File: src/rtl/fifo_rd_pkg.sv
// Shared types and constants for the FIFO read-side controller.
// Build option FIFO_RD_PARITY_EN adds per-entry even parity on the output stream.
package fifo_rd_pkg;

  typedef enum logic [1:0] {
    ST_IDLE  = 2'b00,
    ST_RUN   = 2'b01,
    ST_FLUSH = 2'b10
  } state_t;

  localparam logic [1:0] OCC_EMPTY = 2'd0;
  localparam logic [1:0] OCC_ONE   = 2'd1;
  localparam logic [1:0] OCC_FULL  = 2'd2;

endpackage

File: src/rtl/fifo_rd_skid.sv
// Two-entry output buffer between the FIFO pop path and the valid/ready stream.
// With FIFO_RD_PARITY_EN defined each entry also stores the parity of its data.
module fifo_rd_skid
  import fifo_rd_pkg::*;
#(
  parameter int WIDTH = 8
) (
  input  logic             CLK,
  input  logic             RST,
  input  logic             push,
  input  logic [WIDTH-1:0] push_data,
  input  logic             pop,
  input  logic             clear,
  output logic [WIDTH-1:0] head_data,
  output logic             head_parity,
  output logic [1:0]       occ
);

`ifdef FIFO_RD_PARITY_EN
  localparam int EW = WIDTH + 1;
  logic [EW-1:0] push_entry;
  assign push_entry = {^push_data, push_data};
`else
  localparam int EW = WIDTH;
  logic [EW-1:0] push_entry;
  assign push_entry = push_data;
`endif

  logic [EW-1:0] entry0;
  logic [EW-1:0] entry1;
  logic [1:0]    occ_q;
  logic          pop_ok;
  logic          push_ok;

  // A push into a full buffer is only accepted when the head leaves on the same edge.
  assign pop_ok  = pop && (occ_q != OCC_EMPTY);
  assign push_ok = push && ((occ_q != OCC_FULL) || pop_ok);

  // NOTE: the entries are reset because OUT_DATA must read zero out of reset;
  // a plain storage array with no such visibility would be left unreset.
  // NOTE: sequential state uses non-blocking assignments so every register
  // samples pre-edge values regardless of statement order.
  always_ff @(posedge CLK or negedge RST) begin
    if (!RST) begin
      occ_q  <= OCC_EMPTY;
      entry0 <= '0;
      entry1 <= '0;
    end else if (clear) begin
      occ_q <= OCC_EMPTY;
    end else begin
      unique case (occ_q)
        OCC_EMPTY: begin
          if (push_ok) begin
            entry0 <= push_entry;
            occ_q  <= OCC_ONE;
          end
        end
        OCC_ONE: begin
          if (push_ok && pop_ok) begin
            entry0 <= push_entry;
          end else if (push_ok) begin
            entry1 <= push_entry;
            occ_q  <= OCC_FULL;
          end else if (pop_ok) begin
            occ_q <= OCC_EMPTY;
          end
        end
        OCC_FULL: begin
          if (pop_ok) begin
            entry0 <= entry1;
            if (push_ok) entry1 <= push_entry;
            else         occ_q  <= OCC_ONE;
          end
        end
        default: occ_q <= OCC_EMPTY;
      endcase
    end
  end

  assign head_data = entry0[WIDTH-1:0];
`ifdef FIFO_RD_PARITY_EN
  assign head_parity = entry0[WIDTH];
`else
  assign head_parity = 1'b0;
`endif
  assign occ = occ_q;

endmodule

File: src/rtl/fifo_rd_ctrl.sv
// Read-side controller for the async FIFO: pops words into a 2-entry buffer, streams them
// out, supports flush-until-empty and counts deliveries. Option: FIFO_RD_PARITY_EN.
module fifo_rd_ctrl
  import fifo_rd_pkg::*;
#(
  parameter int WIDTH     = 8,
  parameter int CNT_WIDTH = 16
) (
  input  logic                 CLK,
  input  logic                 RST,
  input  logic [WIDTH-1:0]     R_DATA,
  input  logic                 EMPTY,
  output logic                 R_INC,
  input  logic                 ENABLE,
  input  logic                 FLUSH,
  output logic [WIDTH-1:0]     OUT_DATA,
  output logic                 OUT_VALID,
  input  logic                 OUT_READY,
  output logic                 OUT_PARITY,
  output logic                 FLUSH_DONE,
  output logic                 BUSY,
  output logic [CNT_WIDTH-1:0] RD_COUNT
);

  state_t     state;
  state_t     state_nxt;
  logic       r_inc;
  logic [1:0] occ;
  logic       flush_entry;
  logic       push;
  logic       handshake;

  always_ff @(posedge CLK or negedge RST) begin
    if (!RST) state <= ST_IDLE;
    else      state <= state_nxt;
  end

  // R_INC depends only on state, occupancy and EMPTY, never on OUT_READY.
  // NOTE: every output of this always_comb gets a default first, so no path
  // through the case can leave a value unassigned and infer a latch.
  always_comb begin
    state_nxt = state;
    r_inc     = 1'b0;
    unique case (state)
      ST_IDLE: begin
        if (FLUSH)       state_nxt = ST_FLUSH;
        else if (ENABLE) state_nxt = ST_RUN;
      end
      ST_RUN: begin
        r_inc = !EMPTY && (occ < OCC_FULL);
        if (FLUSH)        state_nxt = ST_FLUSH;
        else if (!ENABLE) state_nxt = ST_IDLE;
      end
      ST_FLUSH: begin
        r_inc = !EMPTY;
        if (EMPTY) state_nxt = ST_IDLE;
      end
      default: state_nxt = ST_IDLE;
    endcase
  end

  assign R_INC       = r_inc;
  assign flush_entry = (state_nxt == ST_FLUSH) && (state != ST_FLUSH);
  assign push        = r_inc && (state == ST_RUN);
  assign OUT_VALID   = (occ != OCC_EMPTY);
  assign handshake   = OUT_VALID && OUT_READY;
  assign BUSY        = (state != ST_IDLE) || OUT_VALID;

  fifo_rd_skid #(
    .WIDTH(WIDTH)
  ) u_skid (
    .CLK        (CLK),
    .RST        (RST),
    .push       (push),
    .push_data  (R_DATA),
    .pop        (handshake),
    .clear      (flush_entry),
    .head_data  (OUT_DATA),
    .head_parity(OUT_PARITY),
    .occ        (occ)
  );

  // The edge that samples EMPTY in FLUSH is the one that returns to IDLE.
  always_ff @(posedge CLK or negedge RST) begin
    if (!RST) FLUSH_DONE <= 1'b0;
    else      FLUSH_DONE <= (state == ST_FLUSH) && EMPTY;
  end

  always_ff @(posedge CLK or negedge RST) begin
    if (!RST)           RD_COUNT <= '0;
    else if (handshake) RD_COUNT <= RD_COUNT + CNT_WIDTH'(1);
  end

endmodule

File: config.mk
export PLATFORM = sky130hd
export DESIGN_NAME = fifo_rd_ctrl
export DESIGN_NICKNAME = d
export VERILOG_FILES = /design/src/rtl/fifo_rd_pkg.sv /design/src/rtl/fifo_rd_skid.sv /design/src/rtl/fifo_rd_ctrl.sv
export SDC_FILE = /design/constraint.sdc
export NUM_CORES = 1
export LEC_CHECK = 0
export CAP_MARGIN = 10
export CORE_ASPECT_RATIO = 0.8
export CORE_MARGIN = 3
export CORE_UTILIZATION = 41
export DETAILED_ROUTE_END_ITERATION = 10
export GPL_TIMING_DRIVEN = 1
export PLACE_DENSITY = 0.75
export SYNTH_ARGS = -nofsm -noshare
export SYNTH_HDL_FRONTEND = slang
export SYNTH_HIERARCHICAL = 1
export SYNTH_SLANG_ARGS = --single-unit
File: constraint.sdc
create_clock -name CLK -period 2.47 [get_ports CLK]
set_input_delay 0.494 -clock CLK [delete_from_list [all_inputs] [get_ports CLK]]
set_output_delay 0.494 -clock CLK [all_outputs]
set_load 0.01 [all_outputs]
==> run summary <==
Status: complete, no violations
Fin. Hold Viols: 0
Routed wire length: 3850 um
Clock Latency Late Sink: 0.29 ns
CP Capture Type: register
Root buffer cell: clkbuf_8
Clk_skew: 0.00697 ns
Synth Register Bits: 37
Critical path type: register to register
Tmin final: 2.37 ns
CP max FO: 8
Final Cycle Share: 95.8%
Setup violators final: 0
Die X-Extent: 81.3 um
Std-Cell Rows: 21
Xor/xnor share of the synthesized area: 7.07%
Reg2reg path depth: 8
Worst hold stages: 1
Initial DRC Count: 33
WL per Instance: 14.6 um
Hold Crit Class: register to register
Core Util, Final: 59.9%
Stages on worst setup path: 8
CTS Hold Bufs: 0
Die ar.: 5380 sq um
GRT overflow: 0
CTS sink cnt: 37
Switching Share: 30.6%
DP HPWL: 2940 um
Combinational power share: 36.1%
Power Internal: 1.43 mW
Post-synthesis adder-cell area fraction: 3.36%
Area Overhead vs Synth: 38.1%
Mux cell area share after synthesis: 18.0%
Clk pin slew, worst setup/hold paths: 0.08 ns
Peak supply drop: 0.399 mV
Layout cells sized above 1: 29.5%
Top delay family on crit path: simple AND/OR/NAND/NOR gates
Number of distinct library cells after synthesis: 42
Seq pwr share: 38.6%
Die Y: 66.2 um
Max Clk Rate: 422 MHz
Synth Area in Compound Gates: 5.11%
Cell Chain, Critical Path: buf_4, ha_4, mux2_2, o22ai_2, a221oi_1, and3b_1, or3_4, mux2_4
Total GRT Usage: 16.1%
Max stage delay on crit path: 0.48 ns
CP Data Required Time: 2.64 ns
Ant diodes: 0
Number of global-route vias before repair: 1480
RSZ-0062 raised after global routing: no
Post-Synth Simple-Gate Area: 13.6%
Max Slew Vio Count: 0
Global-route wire length before repair: 6640 um
Final #Nets: 225
Synth async-reset ratio: 100%
Syn Inst Count: 149
Leakage power: 1.21 nW
CTS tree: done
Via-to-Cell Ratio: 4.98
WP data arrival: 2.54 ns
Clock power frac: 25.4%
Area of the core: 4280 sq um
Synth warn: 6
Drt drc: 0
Avg Cell Area, Syn: 12.5 sq um
Detail Route Antenna Nets: 0
Vias: 1314
Prevailing post-synth register cell: dfrtp_1
NetSw: 0.630 mW
CP max-delay cell: or3_4
Post-synthesis sequential area ratio: 49.8%
Num CTS Buffers: 5
CTS Buffer Depth: 2
Mapped Area: 1860 sq um
Antenna violations before repair: 0
Largest family of logic cells by synthesized area: multiplexers
Synth Net Count: 168
WP buf/inv: 1
Htree depth: 2
Max cap viols: 0
Placement Setup Slack: -0.337 ns
GPL Wtd Cong: 0.779
Crit start category: register
Starting Density: 43.4%
IO Port Bufs: 41
Post-synth EDFFs: 0
IO Count: 43
Power per cell area: 802 nW/um^2
Largest net degree at the start of global routing: 38
DRT Pass-1 Iters: 3
Final setup margin: 0.103 ns
==> layer usage <==
metal / global-route usage (%) / routed length (um) / share of wire, % / up-vias
met4: 8.02 / 73 / 1.9 / 0
met2: 26.8 / 1900 / 49 / 38
met5: 0 / 0 / 0 / -
met3: 4.50 / 207 / 5.4 / 10
met1: 18.9 / 1670 / 43 / 636
li1: - / - / - / 630
==> kinds of logic after synthesis <==
| logic type | after synthesis |
|---|---|
| xor+xnor | 15 |
| compound gates | 13 |
| other cells | 1 |
| flops | 37 |
| simple gates | 40 |
| fa+ha+maj | 5 |
| mux | 27 |
| buf+inv | 11 |
==> worst paths after layout <==
| check | from | end | slack [ns] |
|---|---|---|---|
| worst max register to register | state[0] | u_skid/entry1[6] | 0.10 |
| worst max-delay path | state[0] | u_skid/entry1[6] | 0.10 |
| worst min-delay path | RD_COUNT[15] | RD_COUNT[15] | 0.49 |
| worst min register to register | RD_COUNT[15] | RD_COUNT[15] | 0.49 |
| max in group asynchronous | RST | u_skid/head_data[5] | 1.52 |
| min in group asynchronous | RST | RD_COUNT[4] | 0.61 |
==> Yosys cell counts, types with 2 or more instances <==
cell,instances,area (sq um)
xor2_1,3,26.3
and2_1,2,12.5
mux2_2,19,214
nand4_1,2,12.5
nand3_1,4,20.0
xnor2_1,12,105
nor2_1,7,26.3
inv_1,8,30.0
nand2_1,9,33.8
dfrtp_1,37,926
mux2_4,8,120
a21oi_1,3,15.0
nand2b_1,2,12.5
ha_1,5,62.6
==> power by group through the flow <==
| stage | Combinational (mW) | Clock (mW) | Sequential [mW] |
|---|---|---|---|
| floorplan | 0.323 | 0 | 0.815 |
| global placement | 0.638 | 0 | 0.796 |
| detailed placement | 0.676 | 0 | 0.803 |
| CTS | 0.730 | 0.542 | 0.794 |
| global route | 0.803 | 0.573 | 0.812 |
| finish | 0.742 | 0.523 | 0.794 |
==> layout by cell type, fill, tap and decap left out, types with 2 or more instances in the layout <==
cell / Yosys / final
mux2_2: 19 / 19
nand4_1: 2 / 2
inv_1: 8 / 6
mux2_4: 8 / 8
nor2_1: 7 / 7
a21oi_1: 3 / 3
ha_1: 5 / 2
clkbuf_8: 0 / 5
dlymetal6s2s_1: 0 / 2
nand2_1: 9 / 9
ha_2: 0 / 2
buf_4: 1 / 12
xnor2_1: 12 / 12
nand2b_1: 2 / 2
xor2_1: 3 / 3
clkdlybuf4s50_1: 0 / 39
nand3_1: 4 / 4
and2_1: 2 / 2
inv_2: 0 / 2
dfrtp_1: 37 / 37
==> area by class of cell <==
type                       count  area, sq um
fill                         362         1720
tap                           57         71.3
timing repair buffer          53          505
clock inverter                 3         46.3
multi-input combinational    101          920
sequential                    37          926
clock buffer                   5         68.8
inverter                       8         30.0
==> metrics by stage <==
stage / instances / area [sq um] / hold slack, ns / setup TNS [ns] / power [mW]
finish: 264 / 2570 / 0.486 / 0 / 2.06
global route: 264 / 2570 / 0.515 / 0 / 2.19
CTS: 265 / 2560 / 0.491 / 0 / 2.07
detailed placement: 255 / 2400 / 0.481 / -4.77 / 1.48
global placement: 255 / 2400 / 0.465 / -3.00 / 1.43
floorplan: 149 / 1860 / 0.198 / 0 / 1.14
==> timing repair <==
action | 4_1_cts | 5_1_grt
setup buffers | 2 | 0
setup endpoints to repair | 9 | 9
pin swaps | 0 | 1
gates resized for setup | 8 | 5
==> worst reg2reg max path: cells and delay by family (launching register included) <==
family	cells	cell delay [ns]
flops	1	0.40
simple gates	2	0.69
compound gates	2	0.23
buf+inv	1	0.15
fa+ha+maj	1	0.17
mux	2	0.60
==> sequential cells by signal, summed over array words and instances, names as in the netlist <==
signal            count
u_skid/entry1         8
u_skid/head_data      8
state                 2
u_skid/occ            2
RD_COUNT             16
FLUSH_DONE            1
No activity file was read; power rests on OpenSTA's default activity.
